===== src/rtl/lockin_csr_bank.sv =====
// Control/status register bank for a multi-channel lock-in amplifier: static config,
// double-buffered DDS phase registers with optional frame-synchronous commit, and X/Y snapshots.
//
// state      | meaning
// -----------+-----------------------------------------------------------
// ST_IDLE    | no commit outstanding; COMMIT with sync_mode=0 applies at once
// ST_PENDING | commit armed, shadows copy to active on the next sync_pulse
module lockin_csr_bank #(
    parameter int N_CH    = 8,
    parameter int PHASE_W = 20,
    parameter int LIA_W   = 16
) (
    input  logic                       clk_clk,
    input  logic                       reset_reset,
    input  logic [6:0]                 avs_address,
    input  logic                       avs_write,
    input  logic                       avs_read,
    input  logic [31:0]                avs_writedata,
    output logic [31:0]                avs_readdata,
    input  logic                       sync_pulse,
    input  logic                       lia_valid,
    input  logic [N_CH*LIA_W-1:0]      lia_x_export,
    input  logic [N_CH*LIA_W-1:0]      lia_y_export,
    output logic [N_CH*PHASE_W-1:0]    phase_incr_export,
    output logic [N_CH*PHASE_W-1:0]    phase_offs_export,
    output logic [7:0]                 control_bits_export,
    output logic [5:0]                 gain_ctrl_export,
    output logic [7:0]                 dac_gain_export,
    output logic [7:0]                 dac_div_export
);

    localparam logic [6:0] ADDR_CONTROL  = 7'h00;
    localparam logic [6:0] ADDR_GAIN     = 7'h01;
    localparam logic [6:0] ADDR_DAC_GAIN = 7'h02;
    localparam logic [6:0] ADDR_DAC_DIV  = 7'h03;
    localparam logic [6:0] ADDR_CMD      = 7'h04;
    localparam logic [6:0] ADDR_STATUS   = 7'h05;

    typedef enum logic {
        ST_IDLE,
        ST_PENDING
    } commit_state_t;

    commit_state_t state;

    logic                      sync_mode;
    logic                      snap_pending;
    logic                      snap_valid;
    logic [PHASE_W-1:0]        incr_sh  [N_CH];
    logic [PHASE_W-1:0]        offs_sh  [N_CH];
    logic [PHASE_W-1:0]        incr_act [N_CH];
    logic [PHASE_W-1:0]        offs_act [N_CH];
    logic signed [LIA_W-1:0]   snap_x   [N_CH];
    logic signed [LIA_W-1:0]   snap_y   [N_CH];

    logic        is_phase;
    logic        is_snap;
    logic [3:0]  ch;
    logic        cmd_wr;
    logic        cmd_commit;
    logic        cmd_snap;
    logic        mode_next;
    logic        do_apply;
    logic [31:0] rd_mux;
    logic        unused_wdata;

    // Phase block starts at 0x10, so subtracting 8 from addr[4:1] yields the channel index.
    assign is_phase   = (avs_address >= 7'h10) && (avs_address < 7'h30);
    assign is_snap    = (avs_address >= 7'h40) && (avs_address < 7'h60);
    assign ch         = is_snap ? avs_address[4:1] : (avs_address[4:1] - 4'd8);
    assign cmd_wr     = avs_write && (avs_address == ADDR_CMD);
    assign cmd_commit = cmd_wr && avs_writedata[0];
    assign cmd_snap   = cmd_wr && avs_writedata[1];
    assign mode_next  = cmd_wr ? avs_writedata[2] : sync_mode;

    assign unused_wdata = ^avs_writedata;

    // A pending commit fires on sync_pulse, or at once if the same CMD write drops sync_mode.
    always_comb begin
        do_apply = 1'b0;
        case (state)
            ST_IDLE:    do_apply = cmd_commit && !avs_writedata[2];
            ST_PENDING: do_apply = sync_pulse || !mode_next;
            default:    do_apply = 1'b0;
        endcase
    end

    always_ff @(posedge clk_clk or posedge reset_reset) begin
        if (reset_reset) begin
            state     <= ST_IDLE;
            sync_mode <= 1'b0;
        end else begin
            if (cmd_wr)
                sync_mode <= avs_writedata[2];
            case (state)
                ST_IDLE: begin
                    if (cmd_commit && avs_writedata[2])
                        state <= ST_PENDING;
                end
                ST_PENDING: begin
                    if (do_apply)
                        state <= ST_IDLE;
                end
                default: state <= ST_IDLE;
            endcase
        end
    end

    always_ff @(posedge clk_clk or posedge reset_reset) begin
        if (reset_reset) begin
            control_bits_export <= '0;
            gain_ctrl_export    <= '0;
            dac_gain_export     <= '0;
            dac_div_export      <= '0;
        end else if (avs_write) begin
            case (avs_address)
                ADDR_CONTROL:  control_bits_export <= avs_writedata[7:0];
                ADDR_GAIN:     gain_ctrl_export    <= avs_writedata[5:0];
                ADDR_DAC_GAIN: dac_gain_export     <= avs_writedata[7:0];
                ADDR_DAC_DIV:  dac_div_export      <= avs_writedata[7:0];
                default: ;
            endcase
        end
    end

    // Apply reads the shadows' pre-edge values, so a colliding shadow write lands only in the shadow.
    always_ff @(posedge clk_clk or posedge reset_reset) begin
        if (reset_reset) begin
            for (int k = 0; k < N_CH; k++) begin
                incr_sh[k]  <= '0;
                offs_sh[k]  <= '0;
                incr_act[k] <= '0;
                offs_act[k] <= '0;
            end
        end else begin
            for (int k = 0; k < N_CH; k++) begin
                if (avs_write && is_phase && (ch == 4'(k))) begin
                    if (avs_address[0])
                        offs_sh[k] <= avs_writedata[PHASE_W-1:0];
                    else
                        incr_sh[k] <= avs_writedata[PHASE_W-1:0];
                end
                if (do_apply) begin
                    incr_act[k] <= incr_sh[k];
                    offs_act[k] <= offs_sh[k];
                end
            end
        end
    end

    // A SNAP arms capture only from the next edge on; a same-edge lia_valid is not taken.
    always_ff @(posedge clk_clk or posedge reset_reset) begin
        if (reset_reset) begin
            snap_pending <= 1'b0;
            snap_valid   <= 1'b0;
            for (int k = 0; k < N_CH; k++) begin
                snap_x[k] <= '0;
                snap_y[k] <= '0;
            end
        end else if (snap_pending) begin
            if (lia_valid) begin
                snap_pending <= 1'b0;
                snap_valid   <= 1'b1;
                for (int k = 0; k < N_CH; k++) begin
                    snap_x[k] <= lia_x_export[k*LIA_W +: LIA_W];
                    snap_y[k] <= lia_y_export[k*LIA_W +: LIA_W];
                end
            end
        end else if (cmd_snap) begin
            snap_pending <= 1'b1;
            snap_valid   <= 1'b0;
        end
    end

    always_comb begin
        rd_mux = '0;
        if (is_phase) begin
            for (int k = 0; k < N_CH; k++) begin
                if (ch == 4'(k))
                    rd_mux = avs_address[0] ? 32'(offs_sh[k]) : 32'(incr_sh[k]);
            end
        end else if (is_snap) begin
            for (int k = 0; k < N_CH; k++) begin
                if (ch == 4'(k))
                    rd_mux = avs_address[0] ? 32'($signed(snap_y[k])) : 32'($signed(snap_x[k]));
            end
        end else begin
            case (avs_address)
                ADDR_CONTROL:  rd_mux = 32'(control_bits_export);
                ADDR_GAIN:     rd_mux = 32'(gain_ctrl_export);
                ADDR_DAC_GAIN: rd_mux = 32'(dac_gain_export);
                ADDR_DAC_DIV:  rd_mux = 32'(dac_div_export);
                ADDR_STATUS:   rd_mux = {28'd0, sync_mode, snap_valid, snap_pending,
                                         state == ST_PENDING};
                default:       rd_mux = '0;
            endcase
        end
    end

    always_ff @(posedge clk_clk or posedge reset_reset) begin
        if (reset_reset)
            avs_readdata <= '0;
        else if (avs_read)
            avs_readdata <= rd_mux;
    end

    for (genvar g = 0; g < N_CH; g++) begin : g_export
        assign phase_incr_export[g*PHASE_W +: PHASE_W] = incr_act[g];
        assign phase_offs_export[g*PHASE_W +: PHASE_W] = offs_act[g];
    end

endmodule

===== config.mk =====
export PLATFORM = sky130hd
export DESIGN_NAME = lockin_csr_bank
export DESIGN_NICKNAME = d
export VERILOG_FILES = /design/src/rtl/lockin_csr_bank.sv
export SDC_FILE = /design/constraint.sdc
export NUM_CORES = 2
export LEC_CHECK = 0
export ABC_AREA = 1
export CAP_MARGIN = 20
export CORE_MARGIN = 3
export CORE_UTILIZATION = 55
export CTS_CLUSTER_DIAMETER = 200
export DETAILED_ROUTE_END_ITERATION = 8
export PLACE_DENSITY = 0.82
export REMOVE_ABC_BUFFERS = 1
export SLEW_MARGIN = 20
export SYNTH_ARGS = -nofsm -noshare
export SYNTH_HDL_FRONTEND = slang
export SYNTH_SLANG_ARGS = --single-unit

===== constraint.sdc =====
create_clock -name clk_clk -period 57.1 [get_ports clk_clk]
set_input_delay 8.565 -clock clk_clk [delete_from_list [all_inputs] [get_ports clk_clk]]
set_output_delay 8.565 -clock clk_clk [all_outputs]
set_load 0.1 [all_outputs]

==> metrics.md <==
| Metric | Value |
|---|---|
| Outcome | `completed` |
| Via density | `5.89` |
| Grt ovf | `0` |
| Cell Chain, Critical Path | `clkdlybuf4s50_1 -> inv_1 -> nand2_1 -> nand2_1 -> nand2_4 -> nand2_1 -> inv_1 -> nand2_2 -> inv_1 -> buf_4 -> nand3_2 -> o21ai_0` |
| Pwr/cell area | `33.5 mW/mm^2` |
| Register Area | `0.0238 sq mm` |
| ANT nets after route | `0` |
| Post-Syn Area | `0.0409 sq mm` |
| Power share of the clock group | `38.7%` |
| Met3 Track Usage GR | `10.2%` |
| Leading cell type in the layout, fill and taps excluded | `nand2_1` |
| Startpoint types | `primary input` |
| Lkg Pwr | `24.4 nW` |
| TritonCTS clock tree | `yes` |
| Shortest period the worst path allows | `13760 ps` |
| Critical path type | `primary input to flop` |
| GRT busiest layer | `met2` |
| Hpwl dp | `91500 um` |
| Antenna violations before repair | `16` |
| Final worst clock skew | `23.3 ps` |
| RSZ-0062 raised after global routing | `no` |
| Final setup vio count | `0` |
| Clock-pin slew on the worst setup and hold paths | `60 ps` |
| DR pass1 iterations | `6` |
| DRT iter0 DRCs | `3714` |
| Hold Worst Slack | `468 ps` |
| Synth area leader | `dfrtp_1` |
| Commonest non-fill, non-tap cells in the layout | `nand2_1 (1428), dfrtp_1 (951), clkdlybuf4s50_1 (660)` |
| Syn Area/Cell | `9.10 sq um` |
| Synth area leaders | `dfrtp_1 (58%), nand2_1 (13%), o21ai_0 (7.7%)` |
| DRC | `0` |
| Min-delay worst type | `flop to flop` |
| Clk sink count | `951` |
| Cell family with most CP delay | `simple AND/OR/NAND/NOR gates` |
| Max cap viols | `0` |
| Peak VDD IR | `0.0236 mV` |
| CP Capture Type | `flop` |
| Crit path arrival time | `14280 ps` |
| Setup TNS | `0 ps` |
| FILL cells | `5425` |
| CP startpoint | `avs_address[5]` |
| Gpl congestion | `0.913` |
| CTS max path bufs | `3` |
| Crit path max-delay cell type | `nand3_2` |
| Total CTS buffers | `96` |
| Cell count along the critical path | `12` |
| CTS resizes | `0` |
| R2r startpoint | `state` |
| Required time worst endpoint | `57620 ps` |
| Critical Path End | `offs_sh[66]` |
| Yosys warns | `0` |
| Die Y | `279 um` |
| Tot GR Track Use | `35.4%` |
| Grt met2 use | `55.8%` |
| Worst-Skew Late Latency | `650 ps` |
| Top cell type's share of synthesized area | `58.2%` |
| F_max | `72.7 MHz` |
| Hold_buf cts | `0` |
| Fin crit share | `24.1%` |
| Sequential area share after synthesis | `58.2%` |
| Area taken by multi-input logic gates | `0.0151 sq mm` |
| Pins Over Slew Limit | `0` |
| Buffer and inverter count on the worst path | `5` |
| Root Buffer Master | `clkbuf_16` |
| Placement row count | `99` |
| Reg power frac | `44.5%` |
| Slew headroom | `18.7%` |
| Core ar. | `0.0733 sq mm` |
| Reg2Reg Setup Slack | `52770 ps` |
| Die ar. | `0.0777 sq mm` |
| Die W | `279 um` |
| CP Max Fanout | `40` |
| GR Util met1 | `44.0%` |
| IO Port Bufs | `670` |
| Area delta synth->final | `25.8%` |
| Reg2reg end | `phase_incr_export[118]` |
| H-tree depth | `3` |
| Internal power | `0.00121 W` |
| Post-Synthesis Cells | `4495` |
| Average wire per standard cell | `23.2 um` |
| Synth cell types | `34` |
| Count of final hold-check violations | `0` |
| Total Wirelength | `139000 um` |
| Slowest cell delay on critical path | `810 ps` |
| Starting Density | `55.8%` |
| Via count | `35400` |
| Largest net degree at the start of global routing | `283` |
| Switching power | `0.000515 W` |
| Io pins | `683` |
| Layout cells sized above 1 | `10.0%` |
| Total Nets Final | `5265` |
| First-pass GRT wire length | `209000 um` |
| Worst r2r path cells | `10` |
| Worst-Margin Slew | `1220 ps` |
| Vias in the first global route | `34800` |
| Synth Register Bits | `951` |
| Post-CTS Setup Bufs | `0` |
| Switching Share | `29.9%` |
| Combinational share of power | `16.7%` |
## kinds of logic (layout without fill, tap and decap cells)
| kind of cell | after synthesis | in the layout | share of synthesized area [%] |
|---|---|---|---|
| mux | 236 | 236 | 6.49 |
| compound gates | 822 | 822 | 10.7 |
| buf+inv | 572 | 1119 | 5.50 |
| other cells | 0 | 10 | 0 |
| simple gates | 1914 | 1914 | 19.2 |
| flops | 951 | 951 | 58.2 |
## synth_stat cells (all sizes together)
master / count
a22o: 2
a221oi: 2
o21bai: 8
nor4: 1
clkbuf: 267
a31oi: 20
o31ai: 1
dfrtp: 951
mux2i: 1
nand3: 221
inv: 227
o211ai: 62
nor3: 5
nor2: 119
a21oi: 70
o2bb2ai: 4
buf: 75
mux2: 235
clkinv: 3
or2: 19
nand2: 1433
o21ai: 646
nand4: 116
a211oi: 7
## cell type report
type	instances	area share (%)
clock inverters	25	0.751
inverters	230	1.71
well taps	959	2.33
clock buffers	151	5.85
repair buffers	713	13.9
diodes	10	0.0486
flip-flops and latches	951	46.2
multi-input cells	2972	29.2
## sequential cells by signal, indices dropped and copies added, names as in the netlist
signal               flops
incr_sh                160
offs_sh                160
phase_incr_export      160
phase_offs_export      160
snap_x                 128
snap_y                 128
avs_readdata            21
control_bits_export      8
dac_div_export           8
dac_gain_export          8
gain_ctrl_export         6
snap_pending             1
snap_valid               1
state                    1
sync_mode                1
## layer usage
layer | up-vias | part of all wire, %
met2 | 1949 | 46
li1 | 15700 | -
met3 | 424 | 11
met4 | 4 | 6.1
met1 | 17300 | 37
met5 | - | 0.019
## stage by stage
step                      total power (W)  setup slack (ps)  utilization [%]  cell area, sq um  instances
final                             0.00173             43340             70.2             51500       6011
after detailed placement          0.00107             42820             65.4             48000       5822
after global routing              0.00178             43130             70.2             51500       6010
after floorplan                  0.000963             21790                -             39500       4153
after CTS                         0.00173             43480             70.1             51400       5998
after global placement            0.00106             42970             65.4             47900       5820
## worst register-to-register path, cell delays in order, from the launching register on
cell and delay [ps]:
dfrtp_1 350, inv_1 90, nor2_1 290, nand2_8 490, nand2_4 240, buf_12 370, buf_16 430, buf_6 950
buf_4 710, nand2_1 170, o21ai_0 130
## power groups by stage
stage / sequential, W / clock, W / combinational (W)
floorplan: 0.000879 / 0 / 0.0000844
global placement: 0.000776 / 0 / 0.000281
detailed placement: 0.000779 / 0 / 0.000287
CTS: 0.000767 / 0.000672 / 0.000289
global route: 0.000774 / 0.000701 / 0.000308
finish: 0.000769 / 0.000668 / 0.000289
## worst min path at each step
stage | from | end | cells after the start
after floorplan | state | state | 1
after global placement | state | state | 1
after detailed placement | state | state | 1
after CTS | phase_incr_export[64] | phase_incr_export[64] | 2
after global routing | phase_offs_export[51] | phase_offs_export[51] | 2
final | phase_incr_export[64] | phase_incr_export[64] | 2
(Power assumes the default switching activity.)
